`src/rtl/mem_bus_arb_pkg.sv`:
```
// Shared definitions for the unified memory bus arbiter: word width, constants, FSM states.
// MEM_BUS_TIMEOUT_EN is left undefined by default (no bus timeout).
`ifndef XLEN
`define XLEN 32
`endif
`ifndef TRUE
`define TRUE 1'b1
`endif
`ifndef ZEROWORD
`define ZEROWORD {`XLEN{1'b0}}
`endif

package mem_bus_arb_pkg;

  localparam int XLEN = `XLEN;
  localparam logic [XLEN-1:0] ZERO_WORD = `ZEROWORD;
  localparam logic [3:0] BE_FULL = 4'b1111;

  typedef enum logic [1:0] {
    ST_IDLE    = 2'd0,
    ST_IF_BUSY = 2'd1,
    ST_LS_BUSY = 2'd2
  } arb_state_e;

  // Bits needed to hold the values 0..maxval.
  function automatic int cnt_width(input int maxval);
    return (maxval < 2) ? 1 : $clog2(maxval + 1);
  endfunction

endpackage

```
`src/rtl/mem_bus_arb_sat_counter.sv`:
```
// Saturating up-counter with clear priority; hit is high while the count sits at LIMIT.
module bus_sat_counter #(
  parameter int WIDTH = 3,
  parameter int LIMIT = 4
) (
  input  logic i_clk,
  input  logic i_rst,
  input  logic i_inc,
  input  logic i_clr,
  output logic o_hit
);

  localparam logic [WIDTH-1:0] LIM = WIDTH'(LIMIT);

  logic [WIDTH-1:0] r_count;

  always_ff @(posedge i_clk) begin
    if (i_rst) begin
      r_count <= '0;
    end else if (i_clr) begin
      r_count <= '0;
    end else if (i_inc && (r_count != LIM)) begin
      r_count <= r_count + 1'b1;
    end
  end

  assign o_hit = (r_count == LIM);

endmodule

```
`src/rtl/mem_bus_arb.sv`:
```
// Unified memory bus arbiter: fetch vs. load/store, LSU priority with fetch anti-starvation.
// Define MEM_BUS_TIMEOUT_EN to abort transactions that see no bus_ack within TIMEOUT_CYCLES.
module mem_bus_arb
  import mem_bus_arb_pkg::*;
#(
  parameter int STARVE_LIMIT   = 4,
  parameter int TIMEOUT_CYCLES = 256
) (
  input  logic            i_clk,
  input  logic            i_rst,
  input  logic            i_if_req,
  input  logic [XLEN-1:0] i_if_addr,
  input  logic            i_if_flush,
  output logic            o_if_gnt,
  output logic            o_if_rvalid,
  output logic [XLEN-1:0] o_if_rdata,
  output logic            o_if_err,
  input  logic            i_ls_req,
  input  logic            i_ls_we,
  input  logic [XLEN-1:0] i_ls_addr,
  input  logic [XLEN-1:0] i_ls_wdata,
  input  logic [3:0]      i_ls_wstrb,
  output logic            o_ls_gnt,
  output logic            o_ls_rvalid,
  output logic [XLEN-1:0] o_ls_rdata,
  output logic            o_ls_err,
  output logic            o_bus_req,
  output logic            o_bus_we,
  output logic [XLEN-1:0] o_bus_addr,
  output logic [XLEN-1:0] o_bus_wdata,
  output logic [3:0]      o_bus_be,
  input  logic            i_bus_ack,
  input  logic [XLEN-1:0] i_bus_rdata
);

  arb_state_e r_state;
  arb_state_e w_state_nxt;
  logic       r_kill;
  logic       w_kill_nxt;

  logic            r_bus_req;
  logic            r_bus_we;
  logic [XLEN-1:0] r_bus_addr;
  logic [XLEN-1:0] r_bus_wdata;
  logic [3:0]      r_bus_be;

  logic            r_if_rvalid;
  logic [XLEN-1:0] r_if_rdata;
  logic            r_if_err;
  logic            r_ls_rvalid;
  logic [XLEN-1:0] r_ls_rdata;
  logic            r_ls_err;

  logic w_gnt_if;
  logic w_gnt_ls;
  logic w_busy;
  logic w_done;
  logic w_abort;
  logic w_finish;
  logic w_starve_hit;
  logic w_if_deliver;

  // Forced fetch grant only when the LSU has won STARVE_LIMIT contested cycles in a row.
  always_comb begin
    w_gnt_if = 1'b0;
    w_gnt_ls = 1'b0;
    if ((r_state == ST_IDLE) && !i_rst) begin
      if (i_if_req && !i_if_flush && (w_starve_hit || !i_ls_req)) begin
        w_gnt_if = 1'b1;
      end else if (i_ls_req) begin
        w_gnt_ls = 1'b1;
      end
    end
  end

  bus_sat_counter #(
    .WIDTH (cnt_width(STARVE_LIMIT)),
    .LIMIT (STARVE_LIMIT)
  ) u_starve_cnt (
    .i_clk (i_clk),
    .i_rst (i_rst),
    .i_inc (w_gnt_ls && i_if_req),
    .i_clr (w_gnt_if),
    .o_hit (w_starve_hit)
  );

  assign w_busy = (r_state != ST_IDLE);
  assign w_done = w_busy && i_bus_ack;

`ifdef MEM_BUS_TIMEOUT_EN
  logic w_to_hit;

  // Hits on the TIMEOUT_CYCLES-th busy cycle, so bus_req is held exactly that long.
  bus_sat_counter #(
    .WIDTH (cnt_width(TIMEOUT_CYCLES)),
    .LIMIT (TIMEOUT_CYCLES - 1)
  ) u_timeout_cnt (
    .i_clk (i_clk),
    .i_rst (i_rst),
    .i_inc (w_busy && !i_bus_ack),
    .i_clr (w_gnt_if || w_gnt_ls),
    .o_hit (w_to_hit)
  );

  assign w_abort = w_busy && !i_bus_ack && w_to_hit;
`else
  assign w_abort = 1'b0;
`endif

  assign w_finish     = w_done || w_abort;
  assign w_if_deliver = !r_kill && !i_if_flush;

  always_ff @(posedge i_clk) begin
    if (i_rst) begin
      r_state <= ST_IDLE;
      r_kill  <= 1'b0;
    end else begin
      r_state <= w_state_nxt;
      r_kill  <= w_kill_nxt;
    end
  end

  always_comb begin
    w_state_nxt = r_state;
    w_kill_nxt  = r_kill;
    unique case (r_state)
      ST_IDLE: begin
        if (w_gnt_if) begin
          w_state_nxt = ST_IF_BUSY;
        end else if (w_gnt_ls) begin
          w_state_nxt = ST_LS_BUSY;
        end
      end
      ST_IF_BUSY: begin
        if (w_finish) begin
          w_state_nxt = ST_IDLE;
          w_kill_nxt  = 1'b0;
        end else if (i_if_flush) begin
          w_kill_nxt = 1'b1;
        end
      end
      ST_LS_BUSY: begin
        if (w_finish) begin
          w_state_nxt = ST_IDLE;
        end
      end
      default: begin
        w_state_nxt = ST_IDLE;
        w_kill_nxt  = 1'b0;
      end
    endcase
  end

  always_ff @(posedge i_clk) begin
    if (i_rst) begin
      r_bus_req   <= 1'b0;
      r_bus_we    <= 1'b0;
      r_bus_addr  <= ZERO_WORD;
      r_bus_wdata <= ZERO_WORD;
      r_bus_be    <= 4'b0000;
    end else if (w_gnt_if) begin
      r_bus_req   <= 1'b1;
      r_bus_we    <= 1'b0;
      r_bus_addr  <= i_if_addr;
      r_bus_wdata <= ZERO_WORD;
      r_bus_be    <= BE_FULL;
    end else if (w_gnt_ls) begin
      r_bus_req   <= 1'b1;
      r_bus_we    <= i_ls_we;
      r_bus_addr  <= i_ls_addr;
      r_bus_wdata <= i_ls_wdata;
      r_bus_be    <= i_ls_wstrb;
    end else if (w_finish) begin
      r_bus_req <= 1'b0;
    end
  end

  // rdata registers hold between pulses; a killed fetch leaves if_rdata untouched.
  always_ff @(posedge i_clk) begin
    if (i_rst) begin
      r_if_rvalid <= 1'b0;
      r_if_rdata  <= ZERO_WORD;
      r_if_err    <= 1'b0;
      r_ls_rvalid <= 1'b0;
      r_ls_rdata  <= ZERO_WORD;
      r_ls_err    <= 1'b0;
    end else begin
      r_if_rvalid <= 1'b0;
      r_if_err    <= 1'b0;
      r_ls_rvalid <= 1'b0;
      r_ls_err    <= 1'b0;
      if (w_finish && (r_state == ST_IF_BUSY) && w_if_deliver) begin
        r_if_rvalid <= 1'b1;
        r_if_err    <= w_abort;
        r_if_rdata  <= w_abort ? ZERO_WORD : i_bus_rdata;
      end
      if (w_finish && (r_state == ST_LS_BUSY)) begin
        r_ls_rvalid <= 1'b1;
        r_ls_err    <= w_abort;
        r_ls_rdata  <= (w_abort || r_bus_we) ? ZERO_WORD : i_bus_rdata;
      end
    end
  end

  assign o_if_gnt    = w_gnt_if;
  assign o_ls_gnt    = w_gnt_ls;
  assign o_if_rvalid = r_if_rvalid;
  assign o_if_rdata  = r_if_rdata;
  assign o_if_err    = r_if_err;
  assign o_ls_rvalid = r_ls_rvalid;
  assign o_ls_rdata  = r_ls_rdata;
  assign o_ls_err    = r_ls_err;
  assign o_bus_req   = r_bus_req;
  assign o_bus_we    = r_bus_we;
  assign o_bus_addr  = r_bus_addr;
  assign o_bus_wdata = r_bus_wdata;
  assign o_bus_be    = r_bus_be;

endmodule

```
`config.mk`:
```
export PLATFORM = sky130hd
export DESIGN_NAME = mem_bus_arb
export DESIGN_NICKNAME = d
export VERILOG_FILES = /design/src/rtl/mem_bus_arb_pkg.sv /design/src/rtl/mem_bus_arb_sat_counter.sv /design/src/rtl/mem_bus_arb.sv
export SDC_FILE = /design/constraint.sdc
export NUM_CORES = 1
export LEC_CHECK = 0
export CORE_ASPECT_RATIO = 1.75
export CORE_MARGIN = 2
export CORE_UTILIZATION = 36
export DETAILED_ROUTE_END_ITERATION = 10
export GPL_ROUTABILITY_DRIVEN = 0
export PLACE_DENSITY_LB_ADDON = 0.2
export SLEW_MARGIN = 30
export SYNTH_ARGS = -nofsm -noshare
export SYNTH_HDL_FRONTEND = slang
export SYNTH_SLANG_ARGS = --single-unit
```
`constraint.sdc`:
```
create_clock -name i_clk -period 1.75 [get_ports i_clk]
set_input_delay 0.525 -clock i_clk [delete_from_list [all_inputs] [get_ports i_clk]]
set_output_delay 0.525 -clock i_clk [all_outputs]
set_load 0.005 [all_outputs]
```
# Yosys cells after proc, flatten, opt, wreduce, memory -nomap -nowiden
# Cells that the tools add are included.
[word_totals] n_memories=0 out_inout_bits=140 regBits=142 mem_bits_rw=0 latch_bits=0 romBits=0 inputBits=139
[classes] shifts=0 n_reduce_logical=24 eq_ne=7 magnitude_cmp=0 n_mux=22 n_addsub=1 bitwise=1 multipliers=0 div_mod_pow=0
[ops] operator="$mux W32" count=3
[ops] operator="$mux W1" count=12
[ops] operator="$logic_and A1 B1 Y1" count=10
[ops] operator="$ne A3 B3 Y1 const B" count=3
[ops] operator="$mux W4" count=2
[ops] operator="$mux W2" count=3
[ops] operator="$reduce_or A2 Y1" count=3
[ops] operator="$logic_not A1 Y1" count=4
[ops] operator="$pmux W2 S2" count=1
[ops] operator="$reduce_and A2 Y1" count=2
[ops] operator="$reduce_bool A2 Y1" count=2
[ops] operator="$add A3 B1 Y3 const B" count=1
[ops] operator="$eq A3 B3 Y1 const B" count=1
[ops] operator="$reduce_bool A3 Y1" count=1
[ops] operator="$eq A2 B1 Y1 const B" count=1
[ops] operator="$eq A2 B2 Y1 const B" count=1
[ops] operator="$logic_not A2 Y1" count=1
[ops] operator="$ne A2 B1 Y1 const B" count=1
[ops] operator="$pmux W1 S2" count=1
[ops] operator="$logic_or A1 B1 Y1" count=1
[ops] operator="$not A1 Y1" count=1

# Longest topological paths before layout
# Gate-level depths: netlist of the first run.
[logic_depth] word_depth=8 depth_mapped=8

# By module
# From an unflattened synthesis of the first run, not the netlist that was laid out.
[hier_totals] hier_cells=543 area_unflattened_um2=5062.4
[modules_own_cells] mod="mem_bus_arb" area_per_inst_um2=4874.7 cells_per_inst=525 instances=1
[modules_own_cells] mod="bus_sat_counter" area_per_inst_um2=187.7 cells_per_inst=18 instances=1

# Worst setup path before layout of the first run
# OpenSTA, ideal clock, no wires.
[synth_path] path_type="register -> output" startpoint="reg u_starve_cnt.r_count[0]" endpoint="out o_ls_gnt" arrival_ps=1310 n_path_buf=2 setup_slack_ps=-85 path_stages_with_launch=7 required_time_ps=1225 cell_sequence="dfxtp_1 inv_1 ha_1 and4b_1 buf_2 nor2_2 buf_6"
[synth_between] elab_chain_cells=5
[synth_lines] item="start: declaration" line="mem_bus_arb_sat_counter.sv:15" source="logic [WIDTH-1:0] r_count;"
[synth_lines] item="start signal: assignment" line="mem_bus_arb_sat_counter.sv:23" source="r_count <= r_count + 1'b1;"
[synth_lines] item="$eq A3 B3 Y1" line="mem_bus_arb_sat_counter.sv:27" source="assign o_hit = (r_count == LIM);"
[synth_lines] item="$logic_or A1 B1 Y1" line="mem_bus_arb.sv:68" source="if (i_if_req && !i_if_flush && (w_starve_hit || !i_ls_req)) begin"
[synth_lines] item="$logic_and A1 B1 Y1" line="mem_bus_arb.sv:68"
[synth_lines] item="$mux W1" line="mem_bus_arb.sv:68"
[synth_lines] item="$mux W1" line="mem_bus_arb.sv:67" source="if ((r_state == ST_IDLE) && !i_rst) begin"
[synth_lines] item="end: declaration" line="mem_bus_arb.sv:23" source="output logic o_ls_gnt,"
# Every way passes these cells.

# Worst setup path in the final report of the first run
[layout_path] startpoint="reg r_state[0]" endpoint="out o_if_gnt"
[layout_between] elab_chain_cells=3
[layout_lines] item="start: declaration" line="mem_bus_arb.sv:36" source="arb_state_e r_state;"
[layout_lines] item="start signal: assignment" line="mem_bus_arb.sv:118" source="r_state <= w_state_nxt;"
[layout_lines] item="$logic_not A2 Y1" line="mem_bus_arb.sv:67"
[layout_lines] item="$logic_and A1 B1 Y1" line="mem_bus_arb.sv:67"
[layout_lines] item="$mux W1" line="mem_bus_arb.sv:67"
[layout_lines] item="end: declaration" line="mem_bus_arb.sv:14" source="output logic o_if_gnt,"
# Every way passes these cells.

==> results.yml, run 1 <==
cells_and_area:
  finish.instance_area_mm2: 0.00969
  drive_gt1_frac: 0.230
  sequential_cell_area_mm2: 0.00286
  syn_to_final_growth_pct: 74.7
  finalNetCount: 1010
  n_fill_cell: 1321
  antennaDiodeCount: 0
  final_util: 0.636
  multi_input_area_mm2: 0.00258
logic_synthesis:
  synth_area_leader_cell: "dfxtp_1"
  synth_seq_area_share: 0.512
  synthesis.instances: 567
  synthTopCellsByArea: "dfxtp_1 51%, o21ai_0 6.2%, nand3_1 5.9%"
  synth_top_cell_area_share: 0.512
  mappedNetlistArea_mm2: 0.00555
  synth_edf_count: 0
  yosys_warnings: 0
  synth_async_sr_flop_share: 0
  most_frequently_used_cell_type_in_the_post_synthesis_netlist: "dfxtp_1"
  synth_top_flop_cell: "dfxtp_1"
  yosys_register_bits: 142
  synth.avg_cell_area_um2: 9.79
  yosys.cell_types.count: 43
  synthTopCellsByCount: "142 x dfxtp_1, 69 x o21ai_0, 65 x nand3_1, 42 x a21oi_1, 35 x clkbuf_1"
hold_path:
  hold_path_startpoint: "o_if_rdata[6]"
  min_to: "o_if_rdata[6]"
  hold_class: "flip-flop to flip-flop"
  whs_path_depth: 2
timing:
  timing.final.hold_violations: 0
  final.setup.tns_ns: -3.14
  final_critical_path_setup_slack_ns: -0.199
  rsz0062_at_grt: "yes"
  skew_ns: 0.00972
  max_freq_mhz: 513
  timing.final.crit_period_ns: 1.95
  worst_hold_slack_ns: 0.457
  slew_violations: 0
  period_share: 1.11
  finalSetupViolations: 59
floorplanning:
  die_w_um: 97.9
  core_area_mm2: 0.0152
  top_level_ports: 279
  core.rowCount: 60
  die_y_um: 168
  die_footprint_mm2: 0.0165
  initial_utilization: 0.364
critical_path:
  r2r_cells: 7
  timing.critical_path.required_ns: 1.22
  reg2reg_to: "o_if_rdata[14]"
  timing.setup.critical_path_class: "flip-flop to output pin"
  critical_path.max_stage_delay_ns: 0.33
  timing.critical_path.cells: "inv_2, ha_4, and4bb_1, and2_1, buf_2"
  crit_path_start_kind: "flip-flop"
  rr_startpoint: "r_state[0]"
  worst-r2r-setup-slack_ns: -0.12
  cp.arrival_ns: 1.42
  end_kind: "output pin"
  cp_slowest_cell: "dfxtp_2"
  timing.critical_path.max_delay_family: "flip-flops"
  timing.critical_path.buf_inv: 2
  critical_path_peak_fanout: 3
placement:
  place_ws_ns: -0.776
  placement.cell_area_mm2: 0.00867
  number_of_buffers_inserted_by_port_buffering: 276
  place.detailed.hpwl_um: 14100
drt:
  dr_total_vias: 5752
  detail_route.first_pass.iterations: 4
  drt-total-wl_um: 20200
  post_drt_wl_per_cell_um: 19.0
  post_drt_via_cell_ratio: 5.40
  drcViolationCount: 0
  drtAntennaViolNets: 0
  initialDrtViolationCount: 153
grt:
  wire_length_of_the_first_global_routing_pass_um: 30000
  total_overflow_reported_by_the_global_router: 0
  antenna_found_initial: 0
  grt_start_max_net_pins: 40
  track_usage: 0.226
  number_of_global_route_vias_before_repair: 5934
power:
  ir_drop_mv: 0.581
  internal_power_mw: 6.67
  sw_frac_of_total: 0.238
  share_seq_of_total_power: 0.398
  power.leakage_nw: 4.31
  p_comb_frac: 0.160
  p_per_area_mw_per_mm2: 904
  power.net_switching_mw: 2.09
  power.clock.fraction: 0.443
clocking:
  tritoncts.num_buffers: 17
  clock_sinks: 142
  clk_latency_ns: 0.41
  cts.clk_slew.worst_paths_ns: 0.06
  cts.root.buffer_cell: "clkbuf_16"
  cts.path.max_buffers: 2
  cts_hold_buf: 0
  clock_tree_from_tritoncts: "done"
  h-tree-depth: 4
outcome:
  outcome: "finished with violations"
  failing_checks: "setup timing"
flow_run:
  cap_violations: 0
-- power by group through the flow --
stage | logic, mW | clock network [mW] | registers, mW
after global routing | 1.50 | 4.10 | 3.51
after global placement | 1.33 | 0 | 3.55
after CTS | 1.28 | 3.96 | 3.48
after floorplan | 0.495 | 0 | 3.56
final | 1.40 | 3.88 | 3.48
after detailed placement | 1.36 | 0 | 3.55
-- state kept, by name (all words and copies together) (netlist names) --
name,cells
o_bus_we,1
r_kill,1
o_if_rvalid,1
o_bus_addr,32
o_if_rdata,32
o_bus_req,1
o_bus_wdata,32
u_starve_cnt.r_count,3
o_bus_be,4
r_state,2
o_ls_rvalid,1
o_ls_rdata,32
-- cell usage in the layout, fill, tap and decap left out, types with 3 or more instances in the layout --
master             n
buf_12             8
a22o_1            32
o21ai_4            4
or3_1              3
buf_4             39
a21oi_2           40
nand3_1           65
clkdlybuf4s50_1  134
and3_1            33
dfxtp_2           16
a21oi_1           32
clkinv_4           3
inv_1             12
inv_2              4
o21ai_0           37
buf_8              3
clkbuf_16         24
buf_2              3
o21ai_2           28
nand2_1            3
buf_6              6
a221oi_1           4
dfxtp_1          126
bufinv_16          4
a221o_1           32
dlygate4sd2_1    139
ha_4               3
-- logic make-up after synthesis --
kind of cell,count (synthesis),share of synthesized area
AND/OR/NAND/NOR,125,0.133
buffers and inverters,76,0.0658
other,1,0.000676
flip-flops,142,0.512
adder cells (fa/ha/maj),5,0.0113
AO/OA/AOI/OAI,218,0.277
-- routing by layer --
metal | global-route usage | routed length [um] | up-vias | share of wire
li1 | - | - | 2715 | -
met1 | 0.218 | 7040 | 2747 | 0.35
met2 | 0.428 | 11100 | 245 | 0.55
met3 | 0.0614 | 1260 | 45 | 0.062
met4 | 0.117 | 803 | 0 | 0.040
met5 | 0 | 0 | - | 0
-- tightest hold or removal path, stage by stage, from the launching register on --
cell     delay [ns]
dfxtp_1        0.31
o21ai_2        0.05
a21oi_1        0.05
-- what timing repair did --
item / CTS / global route
resized for setup: 184 / 78
gates cloned: 0 / 9
endpoints found under the setup margin: 274 / 75
buffers inserted: 5 / 9
pin swaps: 5 / 32
-- through the flow --
stage | cells | power (mW)
final | 1065 | 8.76
after global routing | 1065 | 9.11
after CTS | 1050 | 8.73
after detailed placement | 1013 | 4.91
after global placement | 1013 | 4.88
after floorplan | 568 | 4.06
-- worst max path at each step --
| stage | start | endpoint | slack (ns) | depth (start not counted) |
|---|---|---|---|---|
| CTS | r_state[0] | o_if_gnt | -0.22 | 5 |
| finish | r_state[0] | o_if_gnt | -0.20 | 5 |
| detailed placement | i_if_req | o_if_gnt | -0.78 | 4 |
| global route | r_state[0] | o_if_gnt | -0.28 | 5 |
| floorplan | u_starve_cnt.r_count[0] | o_ls_gnt | 0.01 | 6 |
| global placement | i_if_req | o_if_gnt | -0.75 | 4 |
-- cell type report --
class	instances	area share
Clock buffer	20	0.0471
Inverter	16	0.00620
Multi-Input combinational cell	350	0.267
Sequential cell	142	0.295
Tap cell	186	0.0240
Timing Repair Buffer	339	0.342
Clock inverter	12	0.0190
(Power assumes the default switching activity.)
==> inputs of run 2 (changes only) <==
CELL_PAD_IN_SITES_DETAIL_PLACEMENT = 1   (was unset)
CELL_PAD_IN_SITES_GLOBAL_PLACEMENT = 2   (was unset)
CORE_UTILIZATION = 20   (was 36)
==> results.yml, run 2 (synthesis gave the netlist of run 1 again) <==
outcome:
  outcome: "finished with violations"
  failing_checks: "setup timing"
critical_path:
  r2r_cells: 11
  timing.setup.critical_path_class: "flip-flop to output pin"
  timing.critical_path.required_ns: 1.22
  rr_startpoint: "r_state[1]"
  worst-r2r-setup-slack_ns: -0.27
  reg2reg_to: "o_if_rdata[1]"
  crit_path_start_kind: "flip-flop"
  end_kind: "output pin"
  critical_path_peak_fanout: 3
  cp.arrival_ns: 1.54
flow_run:
  cap_violations: 0
power:
  report.power.total_mw: 9.11
  ir_drop_mv: 0.710
  power.leakage_nw: 4.52
  p_per_area_mw_per_mm2: 839
grt:
  global_route.usage.met2: 0.325
  top_usage_layer: "met2"
  wire_length_of_the_first_global_routing_pass_um: 37400
  track_usage: 0.172
  gr-usage-met1: 0.166
  total_overflow_reported_by_the_global_router: 0
  antenna_found_initial: 2
  grt_start_max_net_pins: 40
  number_of_global_route_vias_before_repair: 6406
  gr-usage-met3: 0.0569
drt:
  drcViolationCount: 0
  initialDrtViolationCount: 184
  drt-total-wl_um: 26000
  detail_route.first_pass.iterations: 4
  post_drt_via_cell_ratio: 4.63
  dr_total_vias: 5846
  drtAntennaViolNets: 0
  post_drt_wl_per_cell_um: 20.6
hold_path:
  whs_path_depth: 2
  min_to: "o_bus_req"
  hold_path_startpoint: "o_bus_req"
  hold_class: "flip-flop to flip-flop"
cells_and_area:
  multi_input_area_mm2: 0.00320
  syn_to_final_growth_pct: 95.8
  fin_cells: 1264
  n_fill_cell: 3023
  finalNetCount: 1024
  layout.cells.most_common_list: "139 x dlygate4sd2_1, 134 x clkdlybuf4s50_1, 123 x dfxtp_1, 57 x a21oi_2, 37 x o21ai_0"
  sequential_cell_area_mm2: 0.00287
  mostFrequentLayoutCell: "dlygate4sd2_1"
  final_util: 0.398
  drive_gt1_frac: 0.335
timing:
  skew_ns: 0.0106
  period_share: 1.18
  worst-slew-pin-transition_ns: 0.507
  final.setup.tns_ns: -19.82
  max_freq_mhz: 484
  timing.final.crit_period_ns: 2.06
  final_critical_path_setup_slack_ns: -0.315
  slew_violations: 0
  timing.final.hold_violations: 0
  worst_hold_slack_ns: 0.453
  max-slew-margin-rel: 0.662
  rsz0062_at_grt: "yes"
  finalSetupViolations: 132
clocking:
  h-tree-depth: 4
  cts.root.buffer_cell: "clkbuf_16"
  cts.clk_slew.worst_paths_ns: 0.06
  clock_sinks: 142
  tritoncts.num_buffers: 17
  cts_hold_buf: 0
  cts.path.max_buffers: 2
  clk_latency_ns: 0.44
  clock_tree_from_tritoncts: "done"
floorplanning:
  core.rowCount: 80
  die_y_um: 224
  die_w_um: 130
  core_area_mm2: 0.0273
  top_level_ports: 279
  initial_utilization: 0.203
  die_footprint_mm2: 0.0291
placement:
  number_of_buffers_inserted_by_port_buffering: 276
  place.detailed.hpwl_um: 17300
  dpl.cell_count: 1194
run 2: cell types whose count changed in the layout (fill, tap and decap cells not counted), moves of 9 or more:
cell / before / now
nand3_1: 65 / 9
nand3_4: 0 / 31
nand3_2: 0 / 25
a21oi_1: 32 / 15
a21oi_2: 40 / 57
buf_6: 6 / 15
run 2: per-layer routing:
| layer | wire (um) | vias to the layer above | part of all wire |
|---|---|---|---|
| met5 | 0 | - | 0 |
| met4 | 795 | 0 | 0.031 |
| met3 | 1780 | 39 | 0.068 |
| met2 | 14400 | 205 | 0.55 |
| met1 | 9010 | 2864 | 0.35 |
| li1 | - | 2738 | - |
run 2: what timing repair did:
| action | in CTS | in global routing |
|---|---|---|
| gates cloned | 9 | 8 |
| gates resized for setup | 274 | 139 |
| setup endpoints to repair | 242 | 122 |
| pin swaps | 17 | 87 |
| buffers inserted | 15 | 12 |
run 2: worst max-delay path by stage:
stage / from / end / slack, ns / depth (start not counted)
after floorplan: u_starve_cnt.r_count[0] / o_ls_gnt / 0.01 / 6
after global placement: i_if_req / o_if_gnt / -0.80 / 4
after detailed placement: i_if_req / o_if_gnt / -0.82 / 4
final: u_starve_cnt.r_count[1] / o_ls_gnt / -0.31 / 5
after global routing: u_starve_cnt.r_count[0] / o_ls_gnt / -0.40 / 5
after CTS: u_starve_cnt.r_count[1] / o_ls_gnt / -0.35 / 5
run 2: layout make-up:
type,count,share of cell area
Inverter,16,0.00553
Multi-Input combinational cell,350,0.295
Antenna cell,2,0.000461
Clock inverter,10,0.0123
Timing Repair Buffer,353,0.335
Clock buffer,22,0.0455
Tap cell,369,0.0425
Sequential cell,142,0.264
run 2: power by group:
group / internal [mW] / switching, mW / total, mW
logic: 0.939 / 0.773 / 1.71
clock network: 2.42 / 1.49 / 3.91
registers: 3.40 / 0.0876 / 3.49
total: 6.76 / 2.35 / 9.11
run 2: critical path: stages, from the launching register on:
cell,delay (ns)
dfxtp_2,0.33
inv_2,0.05
ha_4,0.16
and4b_2,0.25
nor2_4,0.16
buf_2,0.14
run 2: through the flow:
stage          setup slack [ns]  cell area [um2]
3_3_place_gp             -0.798             8910
3_5_place_dp             -0.820             8910
4_1_cts                  -0.354            10000
2_1_floorplan            0.0102             5560
5_1_grt                  -0.401            10900
6_report                 -0.315            10900
==> inputs of run 3 (changes only) <==
ABC_AREA = 1   (was unset)
CELL_PAD_IN_SITES_GLOBAL_PLACEMENT = 1   (was 2)
CORE_UTILIZATION = 25   (was 20)
CTS_BUF_LIST = sky130_fd_sc_hd__clkbuf_4 sky130_fd_sc_hd__clkbuf_8   (was unset)
==> results.yml, run 3 <==
logic_synthesis:
  synthSimpleGateAreaFrac: 0.298
  synth_seq_area_share: 0.509
  mappedNetlistArea_mm2: 0.00559
  synth_top_family_by_area: "simple AND/OR/NAND/NOR gates"
  synth_xor_area_frac: 0.00157
  synthAdderAreaFrac: 0.0112
  synth_top_cell_area_share: 0.509
  synth_async_sr_flop_share: 0
  synth.avg_cell_area_um2: 7.09
  most_frequently_used_cell_type_in_the_post_synthesis_netlist: "nand2_1"
  synthTopCellsByArea: "dfxtp_1 51%, nand2_1 14%, nor2_1 11%"
  synthesis.instances: 788
  synthTopCellsByCount: "215 x nand2_1, 169 x nor2_1, 142 x dfxtp_1, 67 x o21ai_0, 47 x a21oi_1"
  yosys_register_bits: 142
  synth_edf_count: 0
  yosys_warnings: 0
  synth_top_flop_cell: "dfxtp_1"
  post_synth_mux_area_share: 0
  synth-compound-area-share: 0.103
  yosys.cell_types.count: 20
  synth_area_leader_cell: "dfxtp_1"
cells_and_area:
  drive_gt1_frac: 0.126
  mostFrequentLayoutCell: "nand2_1"
  layout.cells.most_common_list: "210 x nand2_1, 167 x nor2_1, 139 x dlygate4sd2_1, 134 x clkdlybuf4s50_1, 109 x dfxtp_1"
  syn_to_final_growth_pct: 67.8
  fin_cells: 1395
  finalNetCount: 1228
  n_fill_cell: 2749
placement:
  dpl.cell_count: 1352
  place_ws_ns: -0.755
  number_of_buffers_inserted_by_port_buffering: 276
  place.detailed.hpwl_um: 15000
grt:
  wire_length_of_the_first_global_routing_pass_um: 31700
  track_usage: 0.176
  antenna_found_initial: 2
  number_of_global_route_vias_before_repair: 6153
  total_overflow_reported_by_the_global_router: 0
  grt_start_max_net_pins: 69
hold_path:
  hold_class: "flip-flop to flip-flop"
drt:
  drcViolationCount: 0
  dr_total_vias: 6060
  initialDrtViolationCount: 221
  detail_route.first_pass.iterations: 4
  drtAntennaViolNets: 0
  post_drt_via_cell_ratio: 4.34
  drt-total-wl_um: 20700
  post_drt_wl_per_cell_um: 14.9
critical_path:
  timing.critical_path.required_ns: 1.22
  crit_path_start_kind: "flip-flop"
  cp.arrival_ns: 1.42
  timing.setup.critical_path_class: "flip-flop to output pin"
  end_kind: "output pin"
  critical_path_peak_fanout: 3
floorplanning:
  top_level_ports: 279
  die_y_um: 202
  die_footprint_mm2: 0.0236
  core.rowCount: 72
  die_w_um: 117
  core_area_mm2: 0.0221
  initial_utilization: 0.253
flow_run:
  cap_violations: 0
clocking:
  clk_latency_ns: 0.46
  h-tree-depth: 4
  cts.path.max_buffers: 2
  cts.root.buffer_cell: "clkbuf_8"
  cts.clk_slew.worst_paths_ns: 0.08
  cts_hold_buf: 0
  tritoncts.num_buffers: 17
  clock_sinks: 142
  clock_tree_from_tritoncts: "done"
timing:
  final.setup.tns_ns: -0.387
  finalSetupViolations: 2
  timing.final.crit_period_ns: 1.95
  final_critical_path_setup_slack_ns: -0.199
  max_freq_mhz: 513
  skew_ns: 0.00996
  period_share: 1.11
  slew_violations: 0
  timing.final.hold_violations: 0
  rsz0062_at_grt: "yes"
power:
  power.leakage_nw: 4.41
  ir_drop_mv: 0.390
  p_per_area_mw_per_mm2: 883
outcome:
  outcome: "finished with violations"
  failing_checks: "setup timing"
run 3: critical path, cell delays in order, from the launching register on:
cell	delay (ns)
dfxtp_2	0.33
inv_2	0.08
ha_4	0.17
nand2_2	0.07
nor2_4	0.11
nand2_4	0.07
inv_4	0.05
buf_6	0.10
run 3: path summary, 6_finish.rpt:
path / startpoint / endpoint / slack (ns) / cells after the start
setup / recovery: r_state[1] / o_ls_gnt / -0.20 / 7
hold reg to reg: o_bus_wdata[26] / o_bus_wdata[26] / 0.46 / 2
setup reg to reg: r_state[1] / o_bus_addr[26] / 0.09 / 12
hold / removal: o_bus_wdata[26] / o_bus_wdata[26] / 0.46 / 2
run 3: layout make-up:
cell class                 count  area, um2  share of cell area
clock inverter                10        161              0.0172
antenna                        2       5.00            0.000534
multi-input combinational    549       2410               0.257
clock buffer                  22        284              0.0303
tap                          296        370              0.0395
sequential                   142       2880               0.308
timing repair buffer         323       3060               0.327
inverter                      51        199              0.0212
run 3: repair_timing:
| item | 4_1_cts | 5_1_grt |
|---|---|---|
| buffers inserted | 4 | 2 |
| endpoints found under the setup margin | 238 | 127 |
| pin swaps | 8 | 3 |
| endpoints found under the hold margin | 0 | 0 |
| resized for setup | 201 | 15 |
| cloned | 0 | 3 |
run 3: layer usage:
| layer | share of wire | GRT usage |
|---|---|---|
| met2 | 0.55 | 0.330 |
| met1 | 0.36 | 0.172 |
| met4 | 0.027 | 0.0718 |
| met3 | 0.058 | 0.0560 |
| met5 | 0 | 0 |
run 3: logic make-up after synthesis:
group / Yosys count
AOI/OAI and AO/OA: 115
xor gates and xnor gates: 1
adders and majority gates: 5
buffers and inverters: 98
DFF: 142
other: 1
and+or+nand+nor: 426
run 3: where the power goes:
part	switching, mW	total, mW	leakage (nW)	internal (mW)
registers	0.0872	3.51	1.17	3.43
logic	0.877	1.79	3.03	0.915
clock network	1.29	2.96	0.219	1.67
run 3: through the flow:
stage               power (mW)  hold slack, ns  utilization  instance area [um2]
finish                    8.27           0.463        0.425                 9370
global route              8.77           0.485        0.424                 9370
CTS                       8.35           0.466        0.418                 9230
detailed placement        5.36           0.455        0.400                 8830
global placement          5.33           0.448        0.400                 8830
floorplan                 4.33           0.439            -                 5600
